### config.mk
export PLATFORM = sky130hd
export DESIGN_NAME = wsacc_cluster_sequencer_flat
export DESIGN_NICKNAME = d
export VERILOG_FILES = /design/src/rtl/wsacc_cluster_sequencer_if.sv /design/src/rtl/wsacc_cluster_sequencer.sv /design/src/flat_wrapper.sv
export SDC_FILE = /design/constraint.sdc
export NUM_CORES = 1
export LEC_CHECK = 0
export ABC_AREA = 1
export BUFFER_PORTS_ARGS = -buffer_cell sky130_fd_sc_hd__clkbuf_2
export CAP_MARGIN = 0
export CORE_MARGIN = 2
export CORE_UTILIZATION = 35
export DETAILED_ROUTE_END_ITERATION = 7
export GPL_ROUTABILITY_DRIVEN = 1
export PLACE_DENSITY = 0.64
export SLEW_MARGIN = 0
export SYNTH_ARGS = -nofsm -noshare
export SYNTH_HDL_FRONTEND = slang
export SYNTH_SLANG_ARGS = --single-unit
### constraint.sdc
create_clock -name clk -period 3.3 [get_ports clk]
set_clock_uncertainty 0.05 [all_clocks]
set_input_delay 0.165 -clock clk [delete_from_list [all_inputs] [get_ports clk]]
set_output_delay 0.165 -clock clk [all_outputs]
set_load 0.005 [all_outputs]
### src/rtl/wsacc_cluster_sequencer_if.sv
// ----------------------------------------------------------------------------
// wsacc_cluster_sequencer_if
// Bundles the bus signals of the wsacc cluster tile sequencer: the weight SRAM
// read port, the cluster weight load port, the window source handshake and the
// cluster data handshake (including the snooped output-fire strobe).
//
// Signals (direction seen from the sequencer, modport master):
//   wmem_re            out  weight SRAM read enable
//   wmem_addr          out  weight SRAM read address
//   wmem_rdata         in   weight SRAM read data, valid 1 cycle after wmem_re
//   weight_itf_o       out  weight word to cluster weight_itf_i
//   weight_itf_valid_o out  to cluster weight_itf_i_valid
//   src_valid_i        in   window source valid
//   src_ready_o        out  window source ready
//   clu_valid_o        out  to cluster data_i_valid
//   clu_ready_i        in   from cluster data_i_ready
//   clu_out_fire_i     in   cluster data_o_valid && data_o_ready
// The slave modport is the environment side (SRAM, source, cluster).
// ----------------------------------------------------------------------------
interface wsacc_cluster_sequencer_if #(
    parameter int unsigned weightInterfaceWidth = 32,
    parameter int unsigned wAddrWidth           = 12
);
    logic                            wmem_re;
    logic [wAddrWidth-1:0]           wmem_addr;
    logic [weightInterfaceWidth-1:0] wmem_rdata;
    logic [weightInterfaceWidth-1:0] weight_itf_o;
    logic                            weight_itf_valid_o;
    logic                            src_valid_i;
    logic                            src_ready_o;
    logic                            clu_valid_o;
    logic                            clu_ready_i;
    logic                            clu_out_fire_i;

    modport master (
        output wmem_re,
        output wmem_addr,
        input  wmem_rdata,
        output weight_itf_o,
        output weight_itf_valid_o,
        input  src_valid_i,
        output src_ready_o,
        output clu_valid_o,
        input  clu_ready_i,
        input  clu_out_fire_i
    );

    modport slave (
        input  wmem_re,
        input  wmem_addr,
        output wmem_rdata,
        input  weight_itf_o,
        input  weight_itf_valid_o,
        output src_valid_i,
        input  src_ready_o,
        input  clu_valid_o,
        output clu_ready_i,
        output clu_out_fire_i
    );
endinterface

### src/rtl/wsacc_cluster_sequencer.sv
// ----------------------------------------------------------------------------
// wsacc_cluster_sequencer
// Tile-level controller for one wsacc PE cluster. For each of cfg_num_tiles
// contiguous weight tiles it streams the tile's weight words from the weight
// SRAM into the cluster weight port, then admits exactly cfg_windows input
// windows and waits until all of their outputs have drained from the cluster.
//
// Ports:
//   clk              in   clock
//   nrst             in   asynchronous reset, active-low
//   i_start          in   pulse; starts a job when idle (ignored while busy)
//   i_cfg_num_tiles  in   tiles in the job (0 = immediate done)
//   i_cfg_windows    in   windows per tile
//   i_cfg_wbase      in   first weight word address
//   o_busy           out  job in progress
//   o_done           out  1-cycle pulse at job end
//   o_tile_idx       out  current tile index
//   o_perf_stall     out  source-stall cycle counter (0 unless built in)
//   bus              --   wsacc_cluster_sequencer_if.master (SRAM, weights,
//                         window source and cluster handshakes)
//
// Build option:
//   WSACC_SEQ_PERF_EN  when defined, o_perf_stall counts STREAM cycles where a
//                      window is offered and allowed but the cluster is not
//                      ready; cleared on start, saturating, held after done.
//                      When undefined, o_perf_stall is tied to 0.
// ----------------------------------------------------------------------------
module wsacc_cluster_sequencer #(
    parameter int unsigned numPes               = 32,
    parameter int unsigned windowElements       = 9,
    parameter int unsigned weightInterfaceWidth = 32,
    parameter int unsigned wAddrWidth           = 12
) (
    input  logic                  clk,
    input  logic                  nrst,
    input  logic                  i_start,
    input  logic [7:0]            i_cfg_num_tiles,
    input  logic [15:0]           i_cfg_windows,
    input  logic [wAddrWidth-1:0] i_cfg_wbase,
    output logic                  o_busy,
    output logic                  o_done,
    output logic [7:0]            o_tile_idx,
    output logic [31:0]           o_perf_stall,
    wsacc_cluster_sequencer_if.master bus
);

    localparam int unsigned dataWidth    = 8;
    localparam int unsigned pesPerWord   = weightInterfaceWidth / dataWidth;
    localparam int unsigned numWriteSets = (numPes + pesPerWord - 1) / pesPerWord;
    localparam int unsigned wordsPerTile = numWriteSets * windowElements;
    localparam int unsigned rdCntWidth   = $clog2(wordsPerTile + 1);

    localparam logic [rdCntWidth-1:0] lastRead = rdCntWidth'(wordsPerTile - 1);

    typedef enum logic [2:0] {
        StIdle,
        StLoad,
        StLflush,
        StStream,
        StDrain
    } state_e;

    state_e                r_state;
    logic                  r_busy;
    logic                  r_done;
    logic [7:0]            r_tile_idx;
    logic [7:0]            r_num_tiles;
    logic [15:0]           r_windows;
    logic                  r_wmem_re;
    logic [wAddrWidth-1:0] r_wmem_addr;
    logic                  r_wvalid;
    logic [rdCntWidth-1:0] r_rd_cnt;
    logic [15:0]           r_in_cnt;
    logic [15:0]           r_out_cnt;

    logic                  w_gate_open;
    logic                  w_src_ready;
    logic                  w_in_fire;
    logic [15:0]           w_in_next;
    logic                  w_out_fire;
    logic                  w_last_tile;

    // Windows are admitted only in STREAM and only until the per-tile quota is met.
    assign w_gate_open = (r_state == StStream) && (r_in_cnt < r_windows);
    assign w_src_ready = bus.clu_ready_i & w_gate_open;
    assign w_in_fire   = bus.src_valid_i & w_src_ready;
    assign w_in_next   = r_in_cnt + {15'd0, w_in_fire};

    // Output fires are only meaningful once windows can be in flight.
    assign w_out_fire  = bus.clu_out_fire_i &&
                         ((r_state == StStream) || (r_state == StDrain));

    // 9-bit compare so tile_idx + 1 never wraps.
    assign w_last_tile = ({1'b0, r_tile_idx} + 9'd1) >= {1'b0, r_num_tiles};

    always_ff @(posedge clk or negedge nrst) begin
        if (!nrst) begin
            r_state     <= StIdle;
            r_busy      <= 1'b0;
            r_done      <= 1'b0;
            r_tile_idx  <= '0;
            r_num_tiles <= '0;
            r_windows   <= '0;
            r_wmem_re   <= 1'b0;
            r_wmem_addr <= '0;
            r_wvalid    <= 1'b0;
            r_rd_cnt    <= '0;
            r_in_cnt    <= '0;
            r_out_cnt   <= '0;
        end else begin
            r_done   <= 1'b0;
            // SRAM data arrives one cycle after the read, so valid follows re.
            r_wvalid <= r_wmem_re;

            if (w_out_fire && (r_out_cnt != 16'hFFFF)) begin
                r_out_cnt <= r_out_cnt + 16'd1;
            end

            case (r_state)
                StIdle: begin
                    if (i_start) begin
                        r_num_tiles <= i_cfg_num_tiles;
                        r_windows   <= i_cfg_windows;
                        if (i_cfg_num_tiles == 8'd0) begin
                            r_done <= 1'b1;
                        end else begin
                            r_busy      <= 1'b1;
                            r_tile_idx  <= '0;
                            r_wmem_re   <= 1'b1;
                            r_wmem_addr <= i_cfg_wbase;
                            r_rd_cnt    <= '0;
                            r_in_cnt    <= '0;
                            r_out_cnt   <= '0;
                            r_state     <= StLoad;
                        end
                    end
                end

                StLoad: begin
                    // Address keeps running after the burst so the next tile
                    // continues where this one stopped.
                    r_wmem_addr <= r_wmem_addr + wAddrWidth'(1);
                    r_rd_cnt    <= r_rd_cnt + rdCntWidth'(1);
                    if (r_rd_cnt == lastRead) begin
                        r_wmem_re <= 1'b0;
                        r_state   <= StLflush;
                    end
                end

                StLflush: begin
                    r_state <= StStream;
                end

                StStream: begin
                    r_in_cnt <= w_in_next;
                    if (w_in_next == r_windows) begin
                        r_state <= StDrain;
                    end
                end

                StDrain: begin
                    if (r_out_cnt >= r_windows) begin
                        if (!w_last_tile) begin
                            r_tile_idx <= r_tile_idx + 8'd1;
                            r_in_cnt   <= '0;
                            r_out_cnt  <= '0;
                            r_wmem_re  <= 1'b1;
                            r_rd_cnt   <= '0;
                            r_state    <= StLoad;
                        end else begin
                            r_done  <= 1'b1;
                            r_busy  <= 1'b0;
                            r_state <= StIdle;
                        end
                    end
                end

                default: begin
                    r_state <= StIdle;
                end
            endcase
        end
    end

`ifdef WSACC_SEQ_PERF_EN
    logic [31:0] r_perf_stall;

    always_ff @(posedge clk or negedge nrst) begin
        if (!nrst) begin
            r_perf_stall <= '0;
        end else if ((r_state == StIdle) && i_start) begin
            r_perf_stall <= '0;
        end else if (w_gate_open && bus.src_valid_i && !bus.clu_ready_i &&
                     (r_perf_stall != 32'hFFFF_FFFF)) begin
            r_perf_stall <= r_perf_stall + 32'd1;
        end
    end

    assign o_perf_stall = r_perf_stall;
`else
    assign o_perf_stall = 32'd0;
`endif

    assign o_busy                 = r_busy;
    assign o_done                 = r_done;
    assign o_tile_idx             = r_tile_idx;
    assign bus.wmem_re            = r_wmem_re;
    assign bus.wmem_addr          = r_wmem_addr;
    assign bus.weight_itf_o       = bus.wmem_rdata;
    assign bus.weight_itf_valid_o = r_wvalid;
    assign bus.src_ready_o        = w_src_ready;
    assign bus.clu_valid_o        = bus.src_valid_i & w_gate_open;

endmodule

### src/flat_wrapper.sv
// flat-port wrapper written by rule: the top's interface ports become plain ports
module wsacc_cluster_sequencer_flat 
#(
    parameter int unsigned numPes               = 32,
    parameter int unsigned windowElements       = 9,
    parameter int unsigned weightInterfaceWidth = 32,
    parameter int unsigned wAddrWidth           = 12
)
  (clk, nrst, i_start, i_cfg_num_tiles, i_cfg_windows, i_cfg_wbase, o_busy, o_done, o_tile_idx, o_perf_stall, bus_wmem_re, bus_wmem_addr, bus_wmem_rdata, bus_weight_itf_o, bus_weight_itf_valid_o, bus_src_valid_i, bus_src_ready_o, bus_clu_valid_o, bus_clu_ready_i, bus_clu_out_fire_i);
  wsacc_cluster_sequencer_if #(.weightInterfaceWidth(weightInterfaceWidth), .wAddrWidth(wAddrWidth)) bus_i ();
  input  logic clk;
  input  logic nrst;
  input  logic i_start;
  input  logic [7:0] i_cfg_num_tiles;
  input  logic [15:0] i_cfg_windows;
  input  logic [wAddrWidth-1:0] i_cfg_wbase;
  output logic o_busy;
  output logic o_done;
  output logic [7:0] o_tile_idx;
  output logic [31:0] o_perf_stall;
  output wire logic [$bits(bus_i.wmem_re)-1:0] bus_wmem_re;
  output wire logic [$bits(bus_i.wmem_addr)-1:0] bus_wmem_addr;
  input wire logic [$bits(bus_i.wmem_rdata)-1:0] bus_wmem_rdata;
  output wire logic [$bits(bus_i.weight_itf_o)-1:0] bus_weight_itf_o;
  output wire logic [$bits(bus_i.weight_itf_valid_o)-1:0] bus_weight_itf_valid_o;
  input wire logic [$bits(bus_i.src_valid_i)-1:0] bus_src_valid_i;
  output wire logic [$bits(bus_i.src_ready_o)-1:0] bus_src_ready_o;
  output wire logic [$bits(bus_i.clu_valid_o)-1:0] bus_clu_valid_o;
  input wire logic [$bits(bus_i.clu_ready_i)-1:0] bus_clu_ready_i;
  input wire logic [$bits(bus_i.clu_out_fire_i)-1:0] bus_clu_out_fire_i;
  assign bus_wmem_re = bus_i.wmem_re;
  assign bus_wmem_addr = bus_i.wmem_addr;
  assign bus_i.wmem_rdata = bus_wmem_rdata;
  assign bus_weight_itf_o = bus_i.weight_itf_o;
  assign bus_weight_itf_valid_o = bus_i.weight_itf_valid_o;
  assign bus_i.src_valid_i = bus_src_valid_i;
  assign bus_src_ready_o = bus_i.src_ready_o;
  assign bus_clu_valid_o = bus_i.clu_valid_o;
  assign bus_i.clu_ready_i = bus_clu_ready_i;
  assign bus_i.clu_out_fire_i = bus_clu_out_fire_i;
  wsacc_cluster_sequencer #(.numPes(numPes), .windowElements(windowElements), .weightInterfaceWidth(weightInterfaceWidth), .wAddrWidth(wAddrWidth)) u_core (.clk(clk), .nrst(nrst), .i_start(i_start), .i_cfg_num_tiles(i_cfg_num_tiles), .i_cfg_windows(i_cfg_windows), .i_cfg_wbase(i_cfg_wbase), .o_busy(o_busy), .o_done(o_done), .o_tile_idx(o_tile_idx), .o_perf_stall(o_perf_stall), .bus(bus_i));
endmodule
### Word-level counts from Yosys, hierarchy flattened

Cells that the tools add are included.

* multiplexer cells: 45
* $lt $le $gt $ge: 3
* reduce and logical (&&, ||, !) cells: 18
* bitwise operators: 3
* equal/unequal tests: 14
* $add $sub $neg: 6

Operators by type and width (count)
* 16-bit two-way mux: 9
* 16-bit case mux with 3 select lines: 1
* 8-bit two-way mux: 4
* 16-bit case mux with 2 select lines: 1
* 7-bit two-way mux: 4
* 5-bit AND reduction: 5
* 12-bit two-way mux: 2
* 12-bit case mux with 2 select lines: 1
* 7-bit case mux with 3 select lines: 1
* 16-bit by 1-bit adder with 16-bit output: 1
* 16-bit by 1-bit adder with 16-bit output (second input constant): 1
* 16-bit == test: 1
* 16-bit greater-or-equal comparator: 1
* 16-bit < comparator: 1
* 16-bit inequality test (second input constant): 1
* 8-bit case mux with 2 select lines: 1
* 3-bit two-way mux: 5
* 3-bit case mux with 5 select lines: 1
* 12-bit by 1-bit adder with 12-bit output (second input constant): 1
* 1-bit two-way mux: 12
* 2-bit inequality test (second input constant): 5
* 8-bit by 1-bit adder with 9-bit output (second input constant): 1
* 9-bit by 8-bit greater-or-equal comparator with 1-bit output: 1
* 8-bit by 1-bit adder with 8-bit output (second input constant): 1
* other kinds (18): 27

* input bits: 74
* register bits after elaboration: 90
* word-level logic and storage cells: 101
* output and inout port bits: 90

### Depth between registers and ports, before layout

* word-level depth: 8
* gate-level depth with buffers: 24
* gate-level depth less buffers: 24

### Least setup slack after synthesis

Ideal clock, no wire load.

* path type: register to register
* from: register u_core.r_in_cnt[11]
* to: register u_core.r_state[0]
* period minus slack after synthesis: 2766 ps
* arrival time: 2576 ps
* cell stages (with the launch flop): 19
* required time: 3109 ps
* setup slack: 534 ps
* setup time: 141 ps
* path through: dfrtp_1 > ha_1 > a21oi_1 > o21ai_0 > a21oi_1 > nand3_1 > nor3_1 > ha_1 > nand3_1 > inv_1 > nand2_1 > o21ai_0 > nand3_1 > nand2_1 > nand2_1 > nor2_1 > nand3_1 > nand2_1 > o211ai_1

* word-level cells in the longest chain between the ends: 8

Ends and longest elaborated chain
* start, declared: line wsacc_cluster_sequencer.sv:73 `logic [15:0] r_in_cnt;`
* start signal, assigned: line wsacc_cluster_sequencer.sv:155 `r_in_cnt <= w_in_next;`
* 16-bit < comparator: line wsacc_cluster_sequencer.sv:84 `assign w_gate_open = (r_state == StStream) && (r_in_cnt < r_windows);`
* 1-bit logical AND: line wsacc_cluster_sequencer.sv:84
* 1-bit bitwise AND: line wsacc_cluster_sequencer.sv:85 `assign w_src_ready = bus.clu_ready_i & w_gate_open;`
* 1-bit bitwise AND: line wsacc_cluster_sequencer.sv:86 `assign w_in_fire = bus.src_valid_i & w_src_ready;`
* 16-bit by 1-bit adder with 16-bit output *: line wsacc_cluster_sequencer.sv:87 `assign w_in_next = r_in_cnt + {15'd0, w_in_fire};`
* 16-bit == test *: line wsacc_cluster_sequencer.sv:156 `if (w_in_next == r_windows) begin`
* 2-bit inequality test (no source line) *
* 5-bit AND reduction (no source line) *
* end signal, assigned: line wsacc_cluster_sequencer.sv:98 `r_state <= StIdle;`
* end signal, assigned: line wsacc_cluster_sequencer.sv:157 `r_state <= StDrain;`
* end signal, assigned: line wsacc_cluster_sequencer.sv:169 `r_state <= StLoad;`
* end, declared: line wsacc_cluster_sequencer.sv:63 `state_e r_state;`

Every way passes the cells marked *; elsewhere a longest branch is shown, timed or not.
A chain may end at the register's enable or synchronous reset.

### Worst setup path after layout

* from: register u_core.r_windows[11]
* to: register u_core.r_state[0]

* word-level cells in the longest chain between the ends: 8
* elaborated cells on any way between the ends: 10
* classes of those cells: add/sub (1); order compare (2); eq/ne (3); bitwise (2); reduce/logical (2)

Ends and longest elaborated chain
* start, declared: line wsacc_cluster_sequencer.sv:68 `logic [15:0] r_windows;`
* start signal, assigned: line wsacc_cluster_sequencer.sv:123 `r_windows <= i_cfg_windows;`
* 16-bit < comparator: line wsacc_cluster_sequencer.sv:84
* 1-bit logical AND: line wsacc_cluster_sequencer.sv:84
* 1-bit bitwise AND: line wsacc_cluster_sequencer.sv:85
* 1-bit bitwise AND: line wsacc_cluster_sequencer.sv:86
* 16-bit by 1-bit adder with 16-bit output: line wsacc_cluster_sequencer.sv:87
* 16-bit == test: line wsacc_cluster_sequencer.sv:156
* 2-bit inequality test (no source line)
* 5-bit AND reduction (no source line) *

Marked as above.

==> results.txt <==
The width of the die is 141 um. The largest net degree at the start of global routing is 56. OpenSTA, run right after detailed placement, puts the worst setup slack at 0.0443 ns. The H-tree depth reported by CTS is 3.

The synthesized design spends more area on one cell type than any other, namely dfrtp_1. TritonCTS built the clock tree. On the worst path, the slowest cell contributes a delay of 0.40 ns. The power per cell area is 651 mW/mm2. The maximum net fanout on the critical path came out at 5. The area growth from synthesis to layout is 14.1%. A synthesized cell averages 7.53 um2.

The DRC violation total after the first TritonRoute iteration came out at 339. The most common cell in the netlist is nand2_1. At the end of the flow, the number of nets in the layout was 1068. The path type of the worst setup path is flip-flop to flip-flop. The per-cell routed wire length is 13.4 um. The cell count after placement came out at 1157. Summing the sequential cell areas from Yosys gives 34.2% of the chip area. The die covers 0.0199 mm2. The boundary pin count came out at 164. The sequential share of power is 34.6%. The share of post-route cells with drive strength above 1 is 22.2%.

The length of the first detailed-routing pass in iterations is 5. The measured slew at the worst slew-check pin came out at 0.741 ns. The unique cell type count in the Yosys netlist came out at 43. The remaining routing DRC violations came out at 0. In the post-route analysis, the smallest setup slack over all paths is 0.164 ns. The final count of hold timing violations came to 0. The global-route wire length before repair is 25900 um. Measured along the y axis, the die boundary spans 141 um.

The core region is 0.0186 mm2. The top cell type's share of synthesized area is 34.2%. Cells fill 40.5% of the core in the end. The final weighted congestion of routability-driven global placement came out at 0.888. Across the run, the number of max-cap violations was 0.

The count of state elements after synthesis came out at 90. The number of buffers created by CTS came out at 9. Using the TritonRoute via totals, the vias-per-cell ratio works out to 4.73. STA puts the critical path data required time at 3.47 ns. The largest voltage drop on the vdd net came out at 274 uV. In the synthesized netlist the dominant register cell turns out to be dfrtp_1.

The post-CTS clock slew at the launch and capture registers of the worst setup and hold paths is 0.07 ns. The total vias in the final route came out at 5622. The final-report max-slew violation count came out at 0. In this run the clock root is driven by a clkbuf_16. The static leakage came out at 3.93 nW. The later-pin clock latency in the skew report came out at 0.36 ns. The category of the worst setup path launch point is a flip-flop. Yosys attributes the largest share of cell area to dfrtp_1 (34%), nand2_1 (12%), ha_1 (8.5%).

The run finished with clean final reports. The longest clock path from root to sink contains 2 buffers. The number of cells on the worst reg-to-reg path came out at 20. Ranked by instance count, the synthesized netlist is headed by nand2_1 (208), inv_1 (100), dfrtp_1 (90). The kind of capture point of the worst setup path is a flip-flop. In this run the worst hold path is classified as input port to flip-flop. Counting every sink on the clock net gives 90. The switching share of total power came out at 42.4%. The number of placement rows is 50. The worst hold path stage count came out at 3. In this run the power spent charging and discharging nets is 2.08 mW. The detailed-placement wirelength estimate came out at 11800 um. The total wirelength of the detailed-routed design is 15900 um. The number of antenna violations at the first check in global routing came to 0. The number of standard cells in the layout, taps in and fillers out came out at 1188.

The port buffer count came out at 67. Summing internal, switching and leakage power gives 4.90 mW. Synthesis handed over a netlist of 875 instances. The global-route usage over all layers came out at 16.2%. For the final routed database, the setup TNS stands at 0 ns. The cell internal power dissipation came out at 2.82 mW. Walking the worst path, the cells encountered are inv_2 -> ha_1 -> a21oi_1 -> o21ai_0 -> a21oi_1 -> nand3_2 -> nor3_4 -> ha_2 -> nand2_4 -> nor2_4 -> buf_12 -> nand2_2 -> o21ai_2 -> nand3_1 -> nand2_1 -> nand2_1 -> nor2_1 -> nand3_2 -> nand2_2 -> o211ai_1. The total overflow left after global routing is 0. The data arrival time at the worst-slack endpoint came out at 3.30 ns.

The number of diodes is 0. The setup violation total in the final timing report came out at 0. The number of enable flip-flop cells after synthesis is 0. Combinational logic burns 44.7% of the power. The count of warnings emitted by yosys came out at 0. The post-route minimum period is 3.14 ns.

After synthesis the cells add up to 0.00659 mm2. In this run the tightest slew margin relative to its limit is 50.6%. The share of total power dissipated in the clock network is 20.7%.

The via count of the first global-routing pass is 5273. The count of fill cells added during filler insertion is 1943. The highest clock rate is 319 MHz.

The number of nets with antenna violations after routing is 0. Of the available clock period, the critical path in the final layout requires 95.0%. The async set-or-reset flop fraction in the synthesized netlist came out at 100%. The slowest stage of the critical path belongs to the cell dfrtp_1. The starting utilization of the core area is 35.5%.
==> path summary, 6_finish.rpt <==
kind                                      start                            end  slack (ns)
max                        u_core.r_windows[11]              u_core.r_state[0]        0.16
min                            i_cfg_windows[1]            u_core.r_windows[1]        0.01
max reg2reg                u_core.r_windows[11]              u_core.r_state[0]        0.16
min reg2reg                  u_core.bus.wmem_re  u_core.bus.weight_itf_valid_o        0.38
max in group asynchronous                  nrst             u_core.r_rd_cnt[5]        2.08
min in group asynchronous                  nrst            u_core.r_out_cnt[2]        0.37
==> area by class of cell <==
type	count	area [um2]	share of cell area (%)
Multi-Input combinational cell	630	3600	47.8
Sequential cell	90	2260	30.0
Timing Repair Buffer	111	683	9.08
Inverter	107	404	5.37
Tap cell	234	293	3.89
Clock buffer	9	225	2.99
Clock inverter	7	61.3	0.815
==> timing repair <==
item                       CTS  global route
gates resized for setup      1            40
pin swaps                    0            16
hold buffers                 1             0
hold endpoints to repair    53             0
gates cloned                 0             0
setup buffers                0            14
setup endpoints to repair    1             3
==> layout by cell type, fill, tap and decap left out, drive strengths merged, types with 32 or more instances in the layout <==
cell and count:
nand3 53, a21oi 53, buf 44, ha 45
conb 32, nor2 91, clkbuf 75, inv 110
o21ai 58, nand2 215, dfrtp 90
==> kinds of logic (layout without fill, tap and decap cells) <==
logic type | Yosys count | after routing | synth area share, %
compound gates | 127 | 127 | 10.8
simple gates | 401 | 401 | 27.8
xor+xnor | 24 | 24 | 3.42
other cells | 1 | 32 | 0.0569
flops | 90 | 90 | 34.2
buf+inv | 186 | 234 | 15.1
mux | 1 | 1 | 0.152
fa+ha+maj | 45 | 45 | 8.55
==> routing by layer <==
layer / share of wire [%] / global-route usage (%) / vias to the layer above
met5: 0 / 0 / -
met4: 0.75 / 2.79 / 0
met3: 5.9 / 3.94 / 11
met2: 48 / 27.3 / 155
met1: 45 / 21.6 / 2581
li1: - / - / 2875
==> metrics by stage <==
step                hold WS [ns]  cell area, um2
global placement           0.233            6970
CTS                      0.00337            7270
detailed placement         0.239            6970
global route              0.0223            7520
floorplan                 -0.181            6710
finish                    0.0147            7520
==> power groups by stage <==
stage	clock, mW	combinational (mW)	sequential [mW]
after floorplan	0	1.44	1.66
after global placement	0	1.99	1.70
after detailed placement	0	2.03	1.71
after CTS	1.05	2.05	1.69
after global routing	1.10	2.48	1.74
final	1.01	2.19	1.69
==> sequential cells by signal, summed over array words and instances (netlist names) <==
| name | count |
|---|---|
| u_core.o_busy | 1 |
| u_core.r_in_cnt | 16 |
| u_core.o_done | 1 |
| u_core.r_num_tiles | 8 |
| u_core.r_out_cnt | 16 |
| u_core.r_state | 3 |
| u_core.o_tile_idx | 8 |
| u_core.r_windows | 16 |
| u_core.bus.wmem_addr | 12 |
| u_core.r_rd_cnt | 7 |
| u_core.bus.weight_itf_valid_o | 1 |
| u_core.bus.wmem_re | 1 |
==> worst max-delay path, delay by kind of cell, from the launching register on <==
| family | cells | cell delay [ns] |
|---|---|---|
| compound gates | 5 | 0.67 |
| flops | 1 | 0.40 |
| fa+ha+maj | 2 | 0.46 |
| simple gates | 11 | 1.19 |
| buf+inv | 2 | 0.21 |
No activity file was read; power rests on OpenSTA's default activity.
